<file path="src/rtl/fp_mul_pipe_param_if.sv">
// Operand/result handshake bundle for the pipelined floating-point multiplier.
// The slave side is the multiplier; the master side feeds operands and drains results.
interface fp_mul_pipe_param_if #(
    parameter int EXP_W = 5,
    parameter int MAN_W = 10
);
    localparam int W = 1 + EXP_W + MAN_W;

    logic         in_valid;
    logic         in_ready;
    logic [W-1:0] a;
    logic [W-1:0] b;
    logic [1:0]   rnd_mode;
    logic         out_valid;
    logic         out_ready;
    logic [W-1:0] result;
    logic         overflow;
    logic         underflow;
    logic         invalid;
    logic         inexact;

    modport master (
        output in_valid, a, b, rnd_mode, out_ready,
        input  in_ready, out_valid, result, overflow, underflow, invalid, inexact
    );

    modport slave (
        input  in_valid, a, b, rnd_mode, out_ready,
        output in_ready, out_valid, result, overflow, underflow, invalid, inexact
    );
endinterface

</file>
<file path="src/rtl/fp_mul_pipe_param.sv">
// Parametrised floating-point multiplier: decode/multiply, normalise, round/assemble.
// DAZ on inputs, FTZ on outputs, four rounding modes carried per operation.
module fp_mul_pipe_param #(
    parameter int EXP_W = 5,
    parameter int MAN_W = 10
) (
    input logic                clk,
    input logic                rst,
    fp_mul_pipe_param_if.slave io
);
    localparam int W  = 1 + EXP_W + MAN_W;
    localparam int PW = 2 * (MAN_W + 1);
    localparam int XW = EXP_W + 2;
    localparam logic signed [XW-1:0] BIAS    = XW'((1 << (EXP_W - 1)) - 1);
    localparam logic signed [XW-1:0] EXP_MAX = XW'((1 << EXP_W) - 1);
    localparam logic [EXP_W-1:0]     ONES    = '1;
    localparam logic [EXP_W-1:0]     ONES_M1 = ONES - 1'b1;
    localparam logic [W-1:0]         QNAN    = {1'b0, ONES, 1'b1, {(MAN_W-1){1'b0}}};

    function automatic logic round_inc(input logic [1:0] mode, input logic sign,
                                       input logic lsb, input logic g, input logic s);
        case (mode)
            2'b00:   round_inc = g & (s | lsb);
            2'b01:   round_inc = 1'b0;
            2'b10:   round_inc = ~sign & (g | s);
            default: round_inc = sign & (g | s);
        endcase
    endfunction

    function automatic logic [W-1:0] sat_result(input logic [1:0] mode, input logic sign);
        logic [W-1:0] inf_v;
        logic [W-1:0] max_v;
        inf_v = {sign, ONES, {MAN_W{1'b0}}};
        max_v = {sign, ONES_M1, {MAN_W{1'b1}}};
        case (mode)
            2'b00:   sat_result = inf_v;
            2'b01:   sat_result = max_v;
            2'b10:   sat_result = sign ? max_v : inf_v;
            default: sat_result = sign ? inf_v : max_v;
        endcase
    endfunction

    logic stall;
    assign stall       = io.out_valid & ~io.out_ready;
    assign io.in_ready = ~stall;

    // ---- stage 0: decode and multiply ----
    logic                    sa, sb, sx;
    logic [EXP_W-1:0]        ea, eb;
    logic [MAN_W-1:0]        fa, fb;
    logic                    nan_a, nan_b, inf_a, inf_b, zero_a, zero_b;
    logic                    spec_d, spec_inv_d;
    logic [W-1:0]            spec_res_d;
    logic [PW-1:0]           prod_d;
    logic signed [XW-1:0]    exp_d;

    assign {sa, ea, fa} = io.a;
    assign {sb, eb, fb} = io.b;
    assign sx     = sa ^ sb;
    assign nan_a  = (ea == ONES) & (|fa);
    assign nan_b  = (eb == ONES) & (|fb);
    assign inf_a  = (ea == ONES) & ~(|fa);
    assign inf_b  = (eb == ONES) & ~(|fb);
    assign zero_a = ~(|ea);
    assign zero_b = ~(|eb);
    assign prod_d = PW'({1'b1, fa}) * PW'({1'b1, fb});
    assign exp_d  = $signed({2'b00, ea}) + $signed({2'b00, eb}) - BIAS;

    always_comb begin
        spec_d     = 1'b1;
        spec_inv_d = 1'b0;
        spec_res_d = QNAN;
        if (nan_a | nan_b) begin
            spec_res_d = QNAN;
        end else if ((inf_a & zero_b) | (zero_a & inf_b)) begin
            spec_inv_d = 1'b1;
        end else if (inf_a | inf_b) begin
            spec_res_d = {sx, ONES, {MAN_W{1'b0}}};
        end else if (zero_a | zero_b) begin
            spec_res_d = {sx, {(W-1){1'b0}}};
        end else begin
            spec_d = 1'b0;
        end
    end

    logic                 vld_p0, sign_p0, spec_p0, spec_inv_p0;
    logic [1:0]           rnd_p0;
    logic [W-1:0]         spec_res_p0;
    logic signed [XW-1:0] exp_p0;
    logic [PW-1:0]        prod_p0;

    // ---- stage 1: normalise, split into kept fraction / guard / sticky ----
    logic [MAN_W-1:0]     frac_n;
    logic                 g_n, s_n;
    logic signed [XW-1:0] exp_n;

    always_comb begin
        if (prod_p0[PW-1]) begin
            frac_n = prod_p0[PW-2 -: MAN_W];
            g_n    = prod_p0[MAN_W];
            s_n    = |prod_p0[MAN_W-1:0];
            exp_n  = exp_p0 + XW'(1);
        end else begin
            frac_n = prod_p0[PW-3 -: MAN_W];
            g_n    = prod_p0[MAN_W-1];
            s_n    = |prod_p0[MAN_W-2:0];
            exp_n  = exp_p0;
        end
    end

    logic                 vld_p1, sign_p1, spec_p1, spec_inv_p1, g_p1, s_p1;
    logic [1:0]           rnd_p1;
    logic [W-1:0]         spec_res_p1;
    logic signed [XW-1:0] exp_p1;
    logic [MAN_W-1:0]     frac_p1;

    // ---- stage 2: round, classify range, assemble ----
    logic                 inc_r;
    logic [MAN_W:0]       frac_r;
    logic signed [XW-1:0] exp_r;
    logic [W-1:0]         res_d2;
    logic                 ovf_d2, unf_d2, inv_d2, inx_d2;

    always_comb begin
        inc_r  = round_inc(rnd_p1, sign_p1, frac_p1[0], g_p1, s_p1);
        frac_r = {1'b0, frac_p1} + (MAN_W+1)'(inc_r);
        // a fraction carry leaves the low bits zero, only the exponent moves
        exp_r  = frac_r[MAN_W] ? exp_p1 + XW'(1) : exp_p1;
        res_d2 = {sign_p1, exp_r[EXP_W-1:0], frac_r[MAN_W-1:0]};
        ovf_d2 = 1'b0;
        unf_d2 = 1'b0;
        inv_d2 = 1'b0;
        inx_d2 = g_p1 | s_p1;
        if (spec_p1) begin
            res_d2 = spec_res_p1;
            inv_d2 = spec_inv_p1;
            inx_d2 = 1'b0;
        end else if (exp_r >= EXP_MAX) begin
            res_d2 = sat_result(rnd_p1, sign_p1);
            ovf_d2 = 1'b1;
            inx_d2 = 1'b1;
        end else if (exp_r[XW-1] | ~(|exp_r)) begin
            res_d2 = {sign_p1, {(W-1){1'b0}}};
            unf_d2 = 1'b1;
            inx_d2 = 1'b1;
        end
    end

    logic         vld_p2, ovf_p2, unf_p2, inv_p2, inx_p2;
    logic [W-1:0] res_p2;

    always_ff @(posedge clk) begin
        if (!stall) begin
            sign_p0     <= sx;
            rnd_p0      <= io.rnd_mode;
            spec_p0     <= spec_d;
            spec_inv_p0 <= spec_inv_d;
            spec_res_p0 <= spec_res_d;
            exp_p0      <= exp_d;
            prod_p0     <= prod_d;
            sign_p1     <= sign_p0;
            rnd_p1      <= rnd_p0;
            spec_p1     <= spec_p0;
            spec_inv_p1 <= spec_inv_p0;
            spec_res_p1 <= spec_res_p0;
            exp_p1      <= exp_n;
            frac_p1     <= frac_n;
            g_p1        <= g_n;
            s_p1        <= s_n;
        end
    end

    always_ff @(posedge clk or posedge rst) begin
        if (rst) begin
            vld_p0 <= 1'b0;
            vld_p1 <= 1'b0;
            vld_p2 <= 1'b0;
            res_p2 <= '0;
            ovf_p2 <= 1'b0;
            unf_p2 <= 1'b0;
            inv_p2 <= 1'b0;
            inx_p2 <= 1'b0;
        end else if (!stall) begin
            vld_p0 <= io.in_valid;
            vld_p1 <= vld_p0;
            vld_p2 <= vld_p1;
            if (vld_p1) begin
                res_p2 <= res_d2;
                ovf_p2 <= ovf_d2;
                unf_p2 <= unf_d2;
                inv_p2 <= inv_d2;
                inx_p2 <= inx_d2;
            end
        end
    end

    assign io.out_valid = vld_p2;
    assign io.result    = res_p2;
    assign io.overflow  = ovf_p2;
    assign io.underflow = unf_p2;
    assign io.invalid   = inv_p2;
    assign io.inexact   = inx_p2;
endmodule

</file>
<file path="src/flat_wrapper.sv">
// flat-port wrapper written by rule: the top's interface ports become plain ports
module fp_mul_pipe_param_flat 
#(
    parameter int EXP_W = 5,
    parameter int MAN_W = 10
)
  (clk, rst, io_in_valid, io_a, io_b, io_rnd_mode, io_out_ready, io_in_ready, io_out_valid, io_result, io_overflow, io_underflow, io_invalid, io_inexact);
  fp_mul_pipe_param_if #(.EXP_W(EXP_W), .MAN_W(MAN_W)) io_i ();
  input logic clk;
  input logic rst;
  input wire logic [$bits(io_i.in_valid)-1:0] io_in_valid;
  input wire logic [$bits(io_i.a)-1:0] io_a;
  input wire logic [$bits(io_i.b)-1:0] io_b;
  input wire logic [$bits(io_i.rnd_mode)-1:0] io_rnd_mode;
  input wire logic [$bits(io_i.out_ready)-1:0] io_out_ready;
  output wire logic [$bits(io_i.in_ready)-1:0] io_in_ready;
  output wire logic [$bits(io_i.out_valid)-1:0] io_out_valid;
  output wire logic [$bits(io_i.result)-1:0] io_result;
  output wire logic [$bits(io_i.overflow)-1:0] io_overflow;
  output wire logic [$bits(io_i.underflow)-1:0] io_underflow;
  output wire logic [$bits(io_i.invalid)-1:0] io_invalid;
  output wire logic [$bits(io_i.inexact)-1:0] io_inexact;
  assign io_i.in_valid = io_in_valid;
  assign io_i.a = io_a;
  assign io_i.b = io_b;
  assign io_i.rnd_mode = io_rnd_mode;
  assign io_i.out_ready = io_out_ready;
  assign io_in_ready = io_i.in_ready;
  assign io_out_valid = io_i.out_valid;
  assign io_result = io_i.result;
  assign io_overflow = io_i.overflow;
  assign io_underflow = io_i.underflow;
  assign io_invalid = io_i.invalid;
  assign io_inexact = io_i.inexact;
  fp_mul_pipe_param #(.EXP_W(EXP_W), .MAN_W(MAN_W)) u_core (.clk(clk), .rst(rst), .io(io_i));
endmodule
</file>
<file path="config.mk">
export PLATFORM = sky130hd
export DESIGN_NAME = fp_mul_pipe_param_flat
export DESIGN_NICKNAME = d
export VERILOG_FILES = /design/src/rtl/fp_mul_pipe_param_if.sv /design/src/rtl/fp_mul_pipe_param.sv /design/src/flat_wrapper.sv
export SDC_FILE = /design/constraint.sdc
export NUM_CORES = 1
export LEC_CHECK = 0
export CORE_MARGIN = 5
export CORE_UTILIZATION = 55
export DETAILED_ROUTE_END_ITERATION = 7
export PLACE_DENSITY = 0.83
export SLEW_MARGIN = 40
export SYNTH_ARGS = -nofsm -noshare
export SYNTH_HDL_FRONTEND = slang
export SYNTH_SLANG_ARGS = --single-unit
</file>
<file path="constraint.sdc">
create_clock -name clk -period 3.49 [get_ports clk]
set_input_delay 0.349 -clock clk [delete_from_list [all_inputs] [get_ports clk]]
set_output_delay 0.349 -clock clk [all_outputs]
set_load 0.05 [all_outputs]
</file>
==> results.sh, run 1 <==
export IMPL_outcome="finished with violations"
export IMPL_failed_checks="negative setup slack"
export IMPL_pwr_density_cell_mw_per_mm2=1007
export IMPL_dp_cells=1140
export IMPL_clock_sinks=87
export IMPL_initialDrtViolationCount=461
export IMPL_grt_pass1_wl_mm=34.21
export IMPL_met3_length_mm=1.080
export IMPL_slew_violations=0
export IMPL_syn_area_per_cell_um2=9.944
export IMPL_setup_ws_ns=-1.188
export IMPL_stdcell_count=1188
export IMPL_grt_pass1_vias=7192
export IMPL_gr_usage_all_layers_pct=23.74
export IMPL_ant_nets=0
export IMPL_vias_per_cell=5.656
export IMPL_synth_distinct_cells=55
export IMPL_hpwlAfterDp_mm=14.95
export IMPL_dpl_instance_area_mm2=0.009965
export IMPL_tightest_slew_ns=0.7158
export IMPL_clk_pin_slew_worst_paths_ns=0.06
export IMPL_synthArstFlopShare_pct=26.44
export IMPL_synth_edff_count=64
export IMPL_cts_tree="built"
export IMPL_final_hold_violation_count=0
export IMPL_crit_family="adder cells"
export IMPL_fin_nets=1190
export IMPL_synth_seq_cells=87
export IMPL_diodes=0
export IMPL_yosys_most_used_dff="edfxtp_1"
export IMPL_routedWlPerCell_um=18.31
export IMPL_hold_buffers=0
export IMPL_postSynthCellCount=823
export IMPL_cp_end_kind="register"
export IMPL_rsz0062_at_grt="true"
export IMPL_tns_ns=-13.08
export IMPL_path_class="input port to register"
export IMPL_period_share_pct=134.1
export IMPL_cpPeakStageDelay_ns=0.60
export IMPL_m1WireLength_mm=8.072
export IMPL_core_mm2=0.01459
export IMPL_final_cell_area_mm2=0.01099
export IMPL_ir_worst_vdd_mv=0.7767
export IMPL_gr_total_overflow=0
export IMPL_power_mw=11.06
export IMPL_htreeDepth=3
export IMPL_io_pins=60
export IMPL_ys_warn_count=0
export IMPL_hp_class="input port to async pin"
export IMPL_routed_top_layer="met4"
export IMPL_die_area_mm2=0.01742
export IMPL_drc=0
export IMPL_syn_area_mm2=0.008184
export IMPL_die_h_um=132.0
export IMPL_grt_start_max_net_pins=68
export IMPL_max_freq_mhz=213.7
export IMPL_maxSlewHeadroom_pct=52.11
export IMPL_worstPathMaxFanout=5
export IMPL_path_cells="buf_6 -> buf_6 -> and2_4 -> fa_1 -> inv_2 -> fa_1 -> fa_1 -> fa_1 -> fa_1 -> inv_2 -> ha_4 -> nand3_4 -> buf_6 -> a2111oi_4 -> nor2_1 -> o31ai_1 -> xnor2_1"
export IMPL_critPathArrivalTime_ns=4.76
export IMPL_antenna_found_initial=0
export IMPL_skew_ns=0.008208
export IMPL_wl_met2_mm=11.65
export IMPL_leakage_nw=4.896
export IMPL_num_rows=44
export IMPL_clk_latency_ns=0.33
export IMPL_wirelength_mm=21.75
export IMPL_setup_viol=16
export IMPL_layout_drive_gt1_share_pct=31.27
export IMPL_synth_nets=1013
export IMPL_gp_congestion=0.9279
export IMPL_yosysSeqAreaShare_pct=30.52
export IMPL_path_common_cell="fa_1"
export IMPL_critical_path_required_ns=3.57
export IMPL_start_util_pct=56.10
export IMPL_clk_path_buf_depth=2
export IMPL_period_needed_ns=4.678
export IMPL_startpoint_type="input port"
export IMPL_rrSetupSlack_ns=0.21
export IMPL_tritoncts_num_buffers=9
export IMPL_max_cap_viol_count=0
export IMPL_cts_root_buf="clkbuf_16"
export IMPL_portBuffers=59
export IMPL_vias=6719
export IMPL_dr_pass1_iters=5
export IMPL_syn_to_final_growth_pct=34.23
export IMPL_die_w_um=132.0
export IMPL_slowest_stage="fa_1"
export IMPL_path_buf_inv=5
-- per-layer routing --
layer  track usage, %  vias to the layer above
met5                0                        -
met4            11.09                        0
met3            3.473                       81
met2            43.71                      280
met1            26.91                     3257
li1                 -                     3101
-- cell usage after synthesis, types with 2 or more instances --
| library cell | count | share of area (%) |
|---|---|---|
| inv_1 | 127 | 5.8 |
| o21ai_0 | 16 | 0.98 |
| ha_1 | 71 | 11 |
| o311ai_0 | 2 | 0.21 |
| a211oi_1 | 3 | 0.28 |
| o211a_1 | 2 | 0.24 |
| nand3_1 | 15 | 0.92 |
| mux2_2 | 14 | 1.9 |
| a31oi_1 | 4 | 0.31 |
| nor3_1 | 15 | 0.92 |
| clkbuf_1 | 31 | 1.4 |
| xnor2_1 | 29 | 3.1 |
| nor3b_1 | 5 | 0.46 |
| o31ai_1 | 6 | 0.55 |
| nand4_1 | 16 | 1.2 |
| o211ai_1 | 10 | 0.92 |
| dfrtp_1 | 23 | 7.0 |
| nand3b_1 | 2 | 0.18 |
| fa_1 | 81 | 20 |
| nor2b_1 | 5 | 0.38 |
| a211o_1 | 2 | 0.21 |
| nand2b_1 | 5 | 0.38 |
| nor4_1 | 10 | 0.76 |
| edfxtp_1 | 64 | 23 |
| nor2_1 | 42 | 1.9 |
| o21a_1 | 4 | 0.37 |
| o21bai_1 | 4 | 0.37 |
| a21o_1 | 8 | 0.73 |
| or3_1 | 2 | 0.15 |
| nand2_1 | 88 | 4.0 |
| o2bb2ai_1 | 2 | 0.21 |
| a22o_1 | 3 | 0.32 |
| a21oi_1 | 23 | 1.4 |
| xor2_1 | 14 | 1.5 |
| a2111oi_0 | 2 | 0.21 |
| buf_2 | 2 | 0.12 |
| or4_1 | 4 | 0.37 |
| and3_1 | 6 | 0.46 |
| and2_1 | 45 | 3.4 |
-- sequential cells by signal (all words and copies together), names as in the netlist, 2 cells and up --
register / count
u_core.exp_p0: 7
u_core.spec_res_p1: 3
u_core.rnd_p1: 2
u_core.prod_p0: 22
u_core.exp_p1: 7
u_core.frac_p1: 10
u_core.io.result: 16
u_core.rnd_p0: 2
u_core.spec_res_p0: 3
-- cells by family after synthesis --
family	after synthesis	share of synthesized area (%)
DFF	87	30.52
AOI/OAI and AO/OA	99	8.271
adders and majority gates	152	30.67
buffers and inverters	160	7.369
and+or+nand+nor	267	16.53
xor gates and xnor gates	43	4.602
muxes	15	2.049
-- cells in the final DEF, fill, tap and decap left out, types with 9 or more instances in the layout --
cell	Yosys	routed
clkbuf_16	0	9
edfxtp_1	64	64
clkdlybuf4s50_1	0	41
nand2_2	0	15
nand2_1	88	70
xor2_1	14	13
mux2_2	14	14
ha_4	0	17
nor4_1	10	10
fa_1	81	75
inv_2	0	29
buf_6	0	35
ha_1	71	52
xnor2_1	29	28
nor3_1	15	14
nand3_1	15	13
nor2_1	42	33
a21oi_1	23	17
dfrtp_1	23	23
nand4_1	16	16
and2_1	45	37
inv_1	127	94
buf_4	0	110
o211ai_1	10	10
-- stage by stage --
step | setup WS [ns] | utilization (%) | hold WS, ns
after floorplan | -1.277 | - | 0.3509
after global placement | -1.884 | 68.30 | 0.4003
after detailed placement | -2.003 | 68.30 | 0.4056
after CTS | -1.154 | 73.09 | 0.4125
after global routing | -1.236 | 75.30 | 0.4107
final | -1.188 | 75.30 | 0.3576
-- where the power goes --
part           switching (mW)  internal (mW)
clock network           0.365          0.621
logic                    4.06           3.89
registers               0.348           1.77
-- worst register-to-register path, cell delays in order, from the launching register on --
cell and delay, ns:
edfxtp_1 0.51, nor2b_1 0.26, ha_1 0.28, nor2_1 0.12
a22o_1 0.15, ha_1 0.16, ha_1 0.23, nand3_1 0.12
or4_1 0.44, a21oi_2 0.17, nor3b_4 0.31, buf_4 0.17
and3b_1 0.16, o41ai_2 0.06
-- final timing paths --
path / startpoint / end / cells after the start
max: io_a[6] / u_core.prod_p0[19] / 17
min: rst / u_core.io.out_valid / 2
max reg2reg: u_core.rnd_p1[0] / u_core.io.result[15] / 13
min reg2reg: u_core.spec_res_p0[13] / u_core.spec_res_p1[14] / 0
max in group asynchronous: rst / u_core.io.result[0] / 2
min in group clk: u_core.spec_res_p0[13] / u_core.spec_res_p1[14] / 0
-- timing repair --
| action | CTS | global route |
|---|---|---|
| setup buffers | 22 | 12 |
| resized for setup | 165 | 62 |
| endpoints found under the setup margin | 18 | 25 |
| pin swaps | 66 | 55 |
-- final cells by class --
class | instances | area, µm²
sequential | 87 | 2497
fill | 858 | 3603
tap | 184 | 230.2
timing repair buffer | 199 | 1785
multi-input combinational | 576 | 5672
clock buffer | 11 | 232.7
clock inverter | 4 | 71.32
inverter | 127 | 496.7
Note: power is estimated with default switching activity, not from simulation.
==> inputs of run 2 (changes only) <==
CORE_MARGIN = 3   (was 5)
CTS_BUF_LIST = sky130_fd_sc_hd__clkbuf_4 sky130_fd_sc_hd__clkbuf_8   (was not set)
SLEW_MARGIN = 20   (was 40)
==> run 2 against run 1 <==
- critical endpoint is now u_core.prod_p0[14]
- largest cell class unchanged
- combinational power is 6.7% lower
- fmax rose by 1.3%
- final cell count down 0.93%
- first-iteration DRC count is 13% lower
- the run still ends with negative setup slack left
- wire length decreased by 1.6%
- critical path depth up 3
- largest power group unchanged
- power decreased by 7.0%
- sequential cell count is the same
- global-route usage up 1.1 points
- utilization rose by 0.73 points
- cell area decreased by 1.7%
==> results.sh, run 2 (same netlist as run 1, synthesis figures left out) <==
export IMPL_leakage_nw=4.837
export IMPL_grt_pass1_vias=6963
export IMPL_cp_end_kind="register"
export IMPL_ir_worst_vdd_mv=0.6494
export IMPL_crit_family="adder cells"
export IMPL_largest_reg_flops=22
export IMPL_layout_commonest_cell="buf_4"
export IMPL_htreeDepth=3
export IMPL_final_util_pct=76.03
export IMPL_clock_sinks=87
export IMPL_start_util_pct=57.62
export IMPL_tightest_slew_ns=0.8159
export IMPL_mostFrequentLayoutCells="buf_4 (106), inv_1 (98), fa_1 (75)"
export IMPL_final_hold_violation_count=0
export IMPL_path_cells="buf_6 -> buf_8 -> buf_6 -> nand2_4 -> fa_1 -> inv_2 -> ha_4 -> inv_2 -> fa_1 -> inv_2 -> fa_1 -> inv_2 -> fa_1 -> inv_2 -> ha_4 -> or3_4 -> o2111a_2 -> o21ai_2 -> or4b_4 -> o311ai_2"
export IMPL_period_needed_ns=4.618
export IMPL_path_class="input port to register"
export IMPL_antenna_found_initial=0
export IMPL_cts_tree="built"
export IMPL_whs_ns=0.4226
export IMPL_critical_path_required_ns=3.66
export IMPL_io_pins=60
export IMPL_largest_register="u_core.prod_p0"
export IMPL_gr_total_overflow=0
export IMPL_gp_congestion=0.8666
export IMPL_dpl_instance_area_mm2=0.009920
export IMPL_tns_ns=-12.49
export IMPL_initialDrtViolationCount=401
export IMPL_die_w_um=128.0
export IMPL_max_cap_viol_count=0
export IMPL_startpoint_type="input port"
export IMPL_clk_latency_ns=0.35
export IMPL_max_freq_mhz=216.5
export IMPL_num_rows=43
export IMPL_core_mm2=0.01420
export IMPL_drc=0
export IMPL_diodes=0
export IMPL_cpPeakStageDelay_ns=0.57
export IMPL_failed_checks="negative setup slack"
export IMPL_grt_pass1_wl_mm=32.60
export IMPL_critPathArrivalTime_ns=4.79
export IMPL_fin_nets=1182
export IMPL_dp_cells=1133
export IMPL_tritoncts_num_buffers=9
export IMPL_period_share_pct=132.3
export IMPL_worstPathMaxFanout=5
export IMPL_syn_to_final_growth_pct=31.95
export IMPL_portBuffers=59
export IMPL_dr_pass1_iters=4
export IMPL_vias_per_cell=5.744
export IMPL_setup_viol=15
export IMPL_gr_usage_all_layers_pct=24.80
export IMPL_pwr_density_cell_mw_per_mm2=952.3
export IMPL_outcome="finished with violations"
export IMPL_stdcell_count=1177
export IMPL_routedWlPerCell_um=18.18
export IMPL_ant_nets=0
export IMPL_hp_class="register to register"
export IMPL_vias=6761
export IMPL_skew_ns=0.008994
export IMPL_power_mw=10.28
export IMPL_hpwlAfterDp_mm=14.71
export IMPL_rsz0062_at_grt="true"
export IMPL_path_common_cell="inv_2"
export IMPL_die_area_mm2=0.01638
export IMPL_cts_root_buf="clkbuf_8"
export IMPL_path_buf_inv=8
export IMPL_fillers=862
export IMPL_die_h_um=128.0
export IMPL_layout_drive_gt1_share_pct=30.29
export IMPL_setup_ws_ns=-1.128
export IMPL_maxSlewHeadroom_pct=45.55
export IMPL_final_cell_area_mm2=0.01080
export IMPL_grt_start_max_net_pins=67
export IMPL_slew_violations=0
export IMPL_dp_slack_ns=-2.024
export IMPL_clk_pin_slew_worst_paths_ns=0.07
export IMPL_wirelength_mm=21.40
export IMPL_slowest_stage="fa_1"
export IMPL_clk_path_buf_depth=2
[run 2: final timing paths]
check,from,endpoint,slack [ns],depth (start not counted)
max,io_b[7],u_core.prod_p0[14],-1.13,20
min reg2reg,u_core.spec_res_p0[13],u_core.spec_res_p1[14],0.42,0
min,u_core.spec_res_p0[13],u_core.spec_res_p1[14],0.42,0
min in group asynchronous,rst,u_core.io.result[1],0.46,2
max in group asynchronous,rst,u_core.io.invalid,2.52,2
max reg2reg,u_core.rnd_p1[1],u_core.io.result[15],0.21,12
[run 2: repair_timing]
item,4_1_cts,5_1_grt
buffers inserted,27,9
setup endpoints to repair,17,25
pin swaps,62,74
gates cloned,0,0
gates resized for setup,159,81
hold buffers,0,0
[run 2: power by group]
group / internal, mW / leakage, nW / switching, mW / total [mW]
clock network: 0.402 / 0.104 / 0.335 / 0.737
logic: 3.57 / 3.81 / 3.86 / 7.43
registers: 1.77 / 0.922 / 0.349 / 2.12
total: 5.74 / 4.84 / 4.54 / 10.3
[run 2: area by class of cell]
type / count / area [µm²] / area share [%]
Tap cell: 180 / 225.2 / 2.086
Clock inverter: 6 / 75.07 / 0.6952
Multi-Input combinational cell: 576 / 5620 / 52.04
Inverter: 127 / 506.7 / 4.692
Clock buffer: 10 / 131.4 / 1.217
Timing Repair Buffer: 191 / 1743 / 16.14
Sequential cell: 87 / 2497 / 23.13
[run 2: layer usage]
metal  global-route usage (%)  part of all wire (%)  vias to the layer above
met5                        0                     0                        -
met4                    11.30                   4.6                        0
met3                    3.500                   5.0                       89
met2                    44.73                    53                      274
met1                    29.19                    38                     3304
li1                         -                     -                     3094
[run 2: worst reg2reg max path: cells and delay by family (launching register included)]
kind,cells,cell delay (ns)
DFF,1,0.49
adders and majority gates,3,0.69
and+or+nand+nor,5,1.24
AOI/OAI and AO/OA,4,0.77
